--- src/rtl/sm_dataram_reader.sv ---
// sm_dataram_reader
//   Reads the data RAM back after the SM core finishes. On an accepted start it captures
//   the core result and error, then streams a header word (the result) followed by COUNT
//   data RAM words on a valid/ready port. It keeps a running checksum of the RAM words.
//   An error captured at start, or a count of zero, produces a header-only stream.
//
// Ports
//   i_CLK, i_RST            clock, synchronous active-high reset
//   i_START                 start pulse, ignored while busy
//   i_BASE_ADDR, i_COUNT    first RAM address and number of RAM words (0..2**ADDR_WIDTH)
//   i_CORE_RESULT/ERROR     core status, sampled with i_START
//   o_RAM_ADDR, o_RAM_RE    data RAM read port (read data valid one cycle after o_RAM_RE)
//   i_RAM_DATA              data RAM read data
//   o_VALID, i_READY        stream handshake
//   o_DATA, o_LAST          stream word and end-of-stream marker
//   o_BUSY                  reader owns the data RAM address bus
//   o_DONE                  one-cycle pulse after the last word is accepted
//   o_ERR                   latched core error of the current or last run
//   o_CHECKSUM              sum of RAM words mod 2**DATA_WIDTH

module sm_dataram_reader #(
  parameter int unsigned ADDR_WIDTH   = 6,
  parameter int unsigned DATA_WIDTH   = 16,
  parameter int unsigned RESULT_WIDTH = 16
) (
  input  logic                    i_CLK,
  input  logic                    i_RST,
  input  logic                    i_START,
  input  logic [ADDR_WIDTH-1:0]   i_BASE_ADDR,
  input  logic [ADDR_WIDTH:0]     i_COUNT,
  input  logic [RESULT_WIDTH-1:0] i_CORE_RESULT,
  input  logic                    i_CORE_ERROR,
  output logic [ADDR_WIDTH-1:0]   o_RAM_ADDR,
  output logic                    o_RAM_RE,
  input  logic [DATA_WIDTH-1:0]   i_RAM_DATA,
  output logic                    o_VALID,
  input  logic                    i_READY,
  output logic [DATA_WIDTH-1:0]   o_DATA,
  output logic                    o_LAST,
  output logic                    o_BUSY,
  output logic                    o_DONE,
  output logic                    o_ERR,
  output logic [DATA_WIDTH-1:0]   o_CHECKSUM
);

  typedef enum logic [2:0] {
    StIdle,
    StHdr,
    StIssue,
    StWait,
    StSend,
    StDone
  } state_e;

  localparam logic [ADDR_WIDTH:0]   CntOne  = {{ADDR_WIDTH{1'b0}}, 1'b1};
  localparam logic [ADDR_WIDTH-1:0] AddrOne = {{(ADDR_WIDTH-1){1'b0}}, 1'b1};

  state_e                  state_q, state_d;
  logic [ADDR_WIDTH-1:0]   addr_q, addr_d;          // address of the word being streamed
  logic [ADDR_WIDTH-1:0]   ram_addr_q, ram_addr_d;  // only changes on entry to StIssue
  logic [ADDR_WIDTH:0]     remaining_q, remaining_d;
  logic [DATA_WIDTH-1:0]   data_q, data_d;
  logic [DATA_WIDTH-1:0]   checksum_q, checksum_d;
  logic                    err_q, err_d;
  logic [DATA_WIDTH-1:0]   result_ext;
  logic                    valid, last, accept;

  // Fit the core result to the stream width.
  if (RESULT_WIDTH >= DATA_WIDTH) begin : g_result_trunc
    assign result_ext = i_CORE_RESULT[DATA_WIDTH-1:0];
  end else begin : g_result_zext
    assign result_ext = {{(DATA_WIDTH-RESULT_WIDTH){1'b0}}, i_CORE_RESULT};
  end

  // Output decode from the current state.
  always_comb begin
    valid    = 1'b0;
    last     = 1'b0;
    o_RAM_RE = 1'b0;
    o_DONE   = 1'b0;
    o_BUSY   = (state_q != StIdle);
    unique case (state_q)
      StHdr: begin
        valid = 1'b1;
        last  = err_q || (remaining_q == '0);
      end
      StIssue: o_RAM_RE = 1'b1;
      StSend: begin
        valid = 1'b1;
        last  = (remaining_q == CntOne);
      end
      StDone:  o_DONE = 1'b1;
      default: ;
    endcase
  end

  assign accept = valid && i_READY;

  // Next-state logic.
  always_comb begin
    state_d     = state_q;
    addr_d      = addr_q;
    ram_addr_d  = ram_addr_q;
    remaining_d = remaining_q;
    data_d      = data_q;
    checksum_d  = checksum_q;
    err_d       = err_q;
    unique case (state_q)
      StIdle: begin
        if (i_START) begin
          state_d     = StHdr;
          addr_d      = i_BASE_ADDR;
          remaining_d = i_COUNT;
          data_d      = result_ext;
          checksum_d  = '0;
          err_d       = i_CORE_ERROR;
        end
      end
      StHdr: begin
        if (accept) begin
          if (last) begin
            state_d = StDone;
          end else begin
            state_d    = StIssue;
            ram_addr_d = addr_q;
          end
        end
      end
      StIssue: state_d = StWait;
      StWait: begin
        data_d     = i_RAM_DATA;
        checksum_d = checksum_q + i_RAM_DATA;
        state_d    = StSend;
      end
      StSend: begin
        if (accept) begin
          remaining_d = remaining_q - CntOne;
          if (last) begin
            state_d = StDone;
          end else begin
            // Address width gives the mod 2**ADDR_WIDTH wrap for free.
            addr_d     = addr_q + AddrOne;
            ram_addr_d = addr_q + AddrOne;
            state_d    = StIssue;
          end
        end
      end
      StDone:  state_d = StIdle;
      default: state_d = StIdle;
    endcase
  end

  always_ff @(posedge i_CLK) begin
    if (i_RST) begin
      state_q     <= StIdle;
      addr_q      <= '0;
      ram_addr_q  <= '0;
      remaining_q <= '0;
      data_q      <= '0;
      checksum_q  <= '0;
      err_q       <= 1'b0;
    end else begin
      state_q     <= state_d;
      addr_q      <= addr_d;
      ram_addr_q  <= ram_addr_d;
      remaining_q <= remaining_d;
      data_q      <= data_d;
      checksum_q  <= checksum_d;
      err_q       <= err_d;
    end
  end

  assign o_VALID    = valid;
  assign o_LAST     = last;
  assign o_DATA     = data_q;
  assign o_RAM_ADDR = ram_addr_q;
  assign o_ERR      = err_q;
  assign o_CHECKSUM = checksum_q;

endmodule
--- config.mk ---
export PLATFORM = sky130hd
export DESIGN_NAME = sm_dataram_reader
export DESIGN_NICKNAME = d
export VERILOG_FILES = /design/src/rtl/sm_dataram_reader.sv
export SDC_FILE = /design/constraint.sdc
export NUM_CORES = 1
export LEC_CHECK = 0
export BUFFER_PORTS_ARGS = -buffer_cell sky130_fd_sc_hd__buf_4
export CAP_MARGIN = 20
export CELL_PAD_IN_SITES_DETAIL_PLACEMENT = 0
export CELL_PAD_IN_SITES_GLOBAL_PLACEMENT = 1
export CORE_UTILIZATION = 37
export CTS_CLUSTER_DIAMETER = 80
export CTS_CLUSTER_SIZE = 30
export DETAILED_ROUTE_END_ITERATION = 8
export GPL_TIMING_DRIVEN = 0
export PLACE_DENSITY = 0.9
export SETUP_SLACK_MARGIN = 0.5
export SYNTH_ARGS = -nofsm -noshare
export SYNTH_HDL_FRONTEND = slang
export SYNTH_SLANG_ARGS = --single-unit
--- constraint.sdc ---
create_clock -name i_CLK -period 2.5 [get_ports i_CLK]
set_input_delay 0.125 -clock i_CLK [delete_from_list [all_inputs] [get_ports i_CLK]]
set_output_delay 0.125 -clock i_CLK [all_outputs]
set_load 0.01 [all_outputs]
==> impl_metrics.yaml <==
sta:
  fmax_ghz: 0.439
  hold_viol_final: 0
  clock_skew_ns: 0.00786
  final.setup.tns_ns: 0
  rsz0062_at_grt: "yes"
  min_period_ns: 2.28
  min_period_over_period_pct: 91.2
  worstMarginPinSlew_ns: 0.616
  slew_headroom_pct: 58.9
  drv_slew: 0
  holdWs_ns: 0.0694
  finalSetupViolations: 0
drt:
  route.detailed.drc: 0
  antenna_left: 0
  viasPerCell: 5.58
  vias: 3551
  dr.pass1.iters: 4
  wl_per_cell_um: 16.2
  routed_wl_mm: 10.3
  drt_iter0_markers: 165
power:
  switchingPower_mw: 0.951
  internal_power_mw: 1.72
  power_density_nw_per_um2: 599
  cellLeakagePower_nw: 1.94
  finalPower_mw: 2.67
  clkPwrFrac_pct: 23.9
  combinationalPowerShare_pct: 35.9
  swShare_pct: 35.7
  peakVddDrop_uv: 263
  seqPwrFrac_pct: 40.2
critical_path:
  crit_arrival_ns: 2.50
  critPathSlowestCell: "dfxtp_1"
  start_kind: "register"
  crit_start: "o_CHECKSUM[2]$_SDFFE_PP0P_"
  max_stage_delay_ns: 0.35
  r2r-start: "o_CHECKSUM[2]$_SDFFE_PP0P_"
  criticalPathCategory: "reg -> reg"
  critPathMaxFanout: 4
  endpoint_kind: "register"
  regToRegSetupSlack_ns: 0.22
  r2r_end: "o_CHECKSUM[14]$_SDFFE_PP0P_"
  endpoint: "o_CHECKSUM[14]$_SDFFE_PP0P_"
  cp_data_required_time_ns: 2.72
  reg2regPathDepth: 8
  path_cells: "ha_1, nor2b_4, o31a_1, o31ai_4, a31oi_4, a221oi_2, xnor2_1, a22o_1"
final_layout:
  multiInputGateArea_sq_um: 2160
  final_common_cell: "buf_4"
  fill_cells: 798
  stdcell_area_sq_um: 4450
  final-seq-area_sq_um: 1110
  nNetsFinal: 600
  diodes: 0
  area_delta_synth_final_pct: 37.1
  drive_gt1_share_pct: 29.6
  layout_common_cells: "105 x buf_4, 63 x nand2_1, 62 x nor2_1"
place:
  io_buffer_count: 92
  post_dp_cell_area_sq_um: 4090
  place_congestion: 0.864
  dp_hpwl_mm: 7.41
clock_network:
  cts-root-buf: "clkbuf_8"
  path_clk_slew_ns: 0.11
  clock-sinks: 55
  insertion_delay_ns: 0.31
  cts_tree: "built"
  cts_buffer_depth: 2
  hold_buffers: 0
  cts_made_buffers: 5
  h-tree-depth: 2
floorplanning:
  start_util_pct: 38.9
  die_area_sq_um: 9150
  rows: 33
  core_sq_um: 8340
  fp.dieH_um: 95.7
  io_pins: 94
  fp.dieW_um: 95.7
logic_synthesis:
  yosys_warnings: 0
  ys_ff_latch: 55
  yosysSeqAreaShare_pct: 33.9
  ys_dominant_reg_cell: "dfxtp_1"
  syn_nets: 491
  synth_edf_count: 0
  avgSynthCellArea_sq_um: 7.71
  synth_cells: 421
  ys_async_sr_fraction_pct: 0
  syn-cell-area_sq_um: 3250
  synth_cell_types: 56
global_routing:
  overflow: 0
  grt_max_degree: 17
  grt_usage_pct: 22.1
  antenna_found_initial: 0
  grt_first_pass_wirelength_mm: 15.6
  first_global_vias: 3239
hold_path:
  hold_start: "i_CORE_ERROR"
  min_path_type: "in -> reg"
run:
  maxCapViolCount: 0
run_status:
  status: "complete, no violations"
-- layer usage --
layer / vias to the layer above / track usage [%] / wire length (um)
met4: 0 / 7.34 / 183
met1: 1671 / 29.2 / 4590
li1: 1720 / - / -
met5: - / 0 / 0
met2: 136 / 37.0 / 4950
met3: 24 / 2.95 / 593
-- layout make-up --
class / instances / area share [%]
plain buffers: 24 / 2.76
clock buffers: 6 / 1.86
clock inverters: 2 / 0.787
inverters: 13 / 1.10
multi-input cells: 329 / 48.4
flip-flops and latches: 55 / 24.9
well taps: 105 / 2.95
repair buffers: 102 / 17.2
-- flip-flops by register name, summed over array words and instances, names as in the netlist --
name         cells
o_CHECKSUM      16
o_DATA          16
remaining_q      7
addr_q           6
o_RAM_ADDR       6
state_q          3
o_ERR            1
-- per-stage QoR --
stage | util, % | cells | worst slack [ns]
CTS | 51.8 | 633 | 0.251
detailed placement | 49.0 | 618 | 0.193
global route | 53.4 | 636 | 0.148
finish | 53.4 | 636 | 0.221
global placement | 49.0 | 618 | 0.224
floorplan | - | 421 | 0.354
-- kinds of logic (layout without fill, tap and decap cells) --
group,count (synthesis),count (layout),synth area share [%]
AOI/OAI and AO/OA,126,126,27.1
xor gates and xnor gates,13,13,3.51
buffers and inverters,37,147,4.82
and+or+nand+nor,169,169,22.4
muxes,1,1,0.308
adders and majority gates,20,20,7.94
DFF,55,55,33.9
-- critical path, delay by kind of cell, from the launching register on --
| kind | cells | cell delay (ns) |
|---|---|---|
| flops | 1 | 0.35 |
| xor+xnor | 1 | 0.12 |
| simple gates | 1 | 0.15 |
| fa+ha+maj | 1 | 0.34 |
| compound gates | 5 | 1.23 |
-- how the worst min path moves through the flow --
stage                    endpoint  depth (start not counted)  slack [ns]
2_1_floorplan  o_ERR$_SDFFE_PP0P_                          2        0.26
3_3_place_gp   o_ERR$_SDFFE_PP0P_                          3        0.39
3_5_place_dp   o_ERR$_SDFFE_PP0P_                          3        0.40
4_1_cts        o_ERR$_SDFFE_PP0P_                          3        0.06
5_1_grt        o_ERR$_SDFFE_PP0P_                          3        0.06
6_report       o_ERR$_SDFFE_PP0P_                          3        0.07
-- power by group through the flow --
stage          Sequential (mW)  Combinational, mW  Clock [mW]
6_report                  1.07              0.957       0.638
5_1_grt                   1.09               1.05       0.685
4_1_cts                   1.06              0.909       0.649
3_5_place_dp              1.08              0.884           0
3_3_place_gp              1.07              0.869           0
2_1_floorplan             1.09              0.527           0
-- what timing repair did --
| item | 4_1_cts | 5_1_grt |
|---|---|---|
| buffers inserted | 7 | 3 |
| setup endpoints to repair | 23 | 47 |
| gates cloned | 0 | 0 |
| pin swaps | 7 | 8 |
| gates resized for setup | 14 | 28 |
-- synth_stat cells (all sizes together) (9+ instances only) --
library cell	number	area, sq um
a21oi	34	174
a311oi	16	140
clkbuf	17	63.8
dfxtp	55	1100
ha	19	238
inv	13	48.8
nand2	64	240
nand3	15	75.1
nor2	64	240
o21ai	20	100
xnor2	9	78.8
No activity file was read; power rests on OpenSTA's default activity.
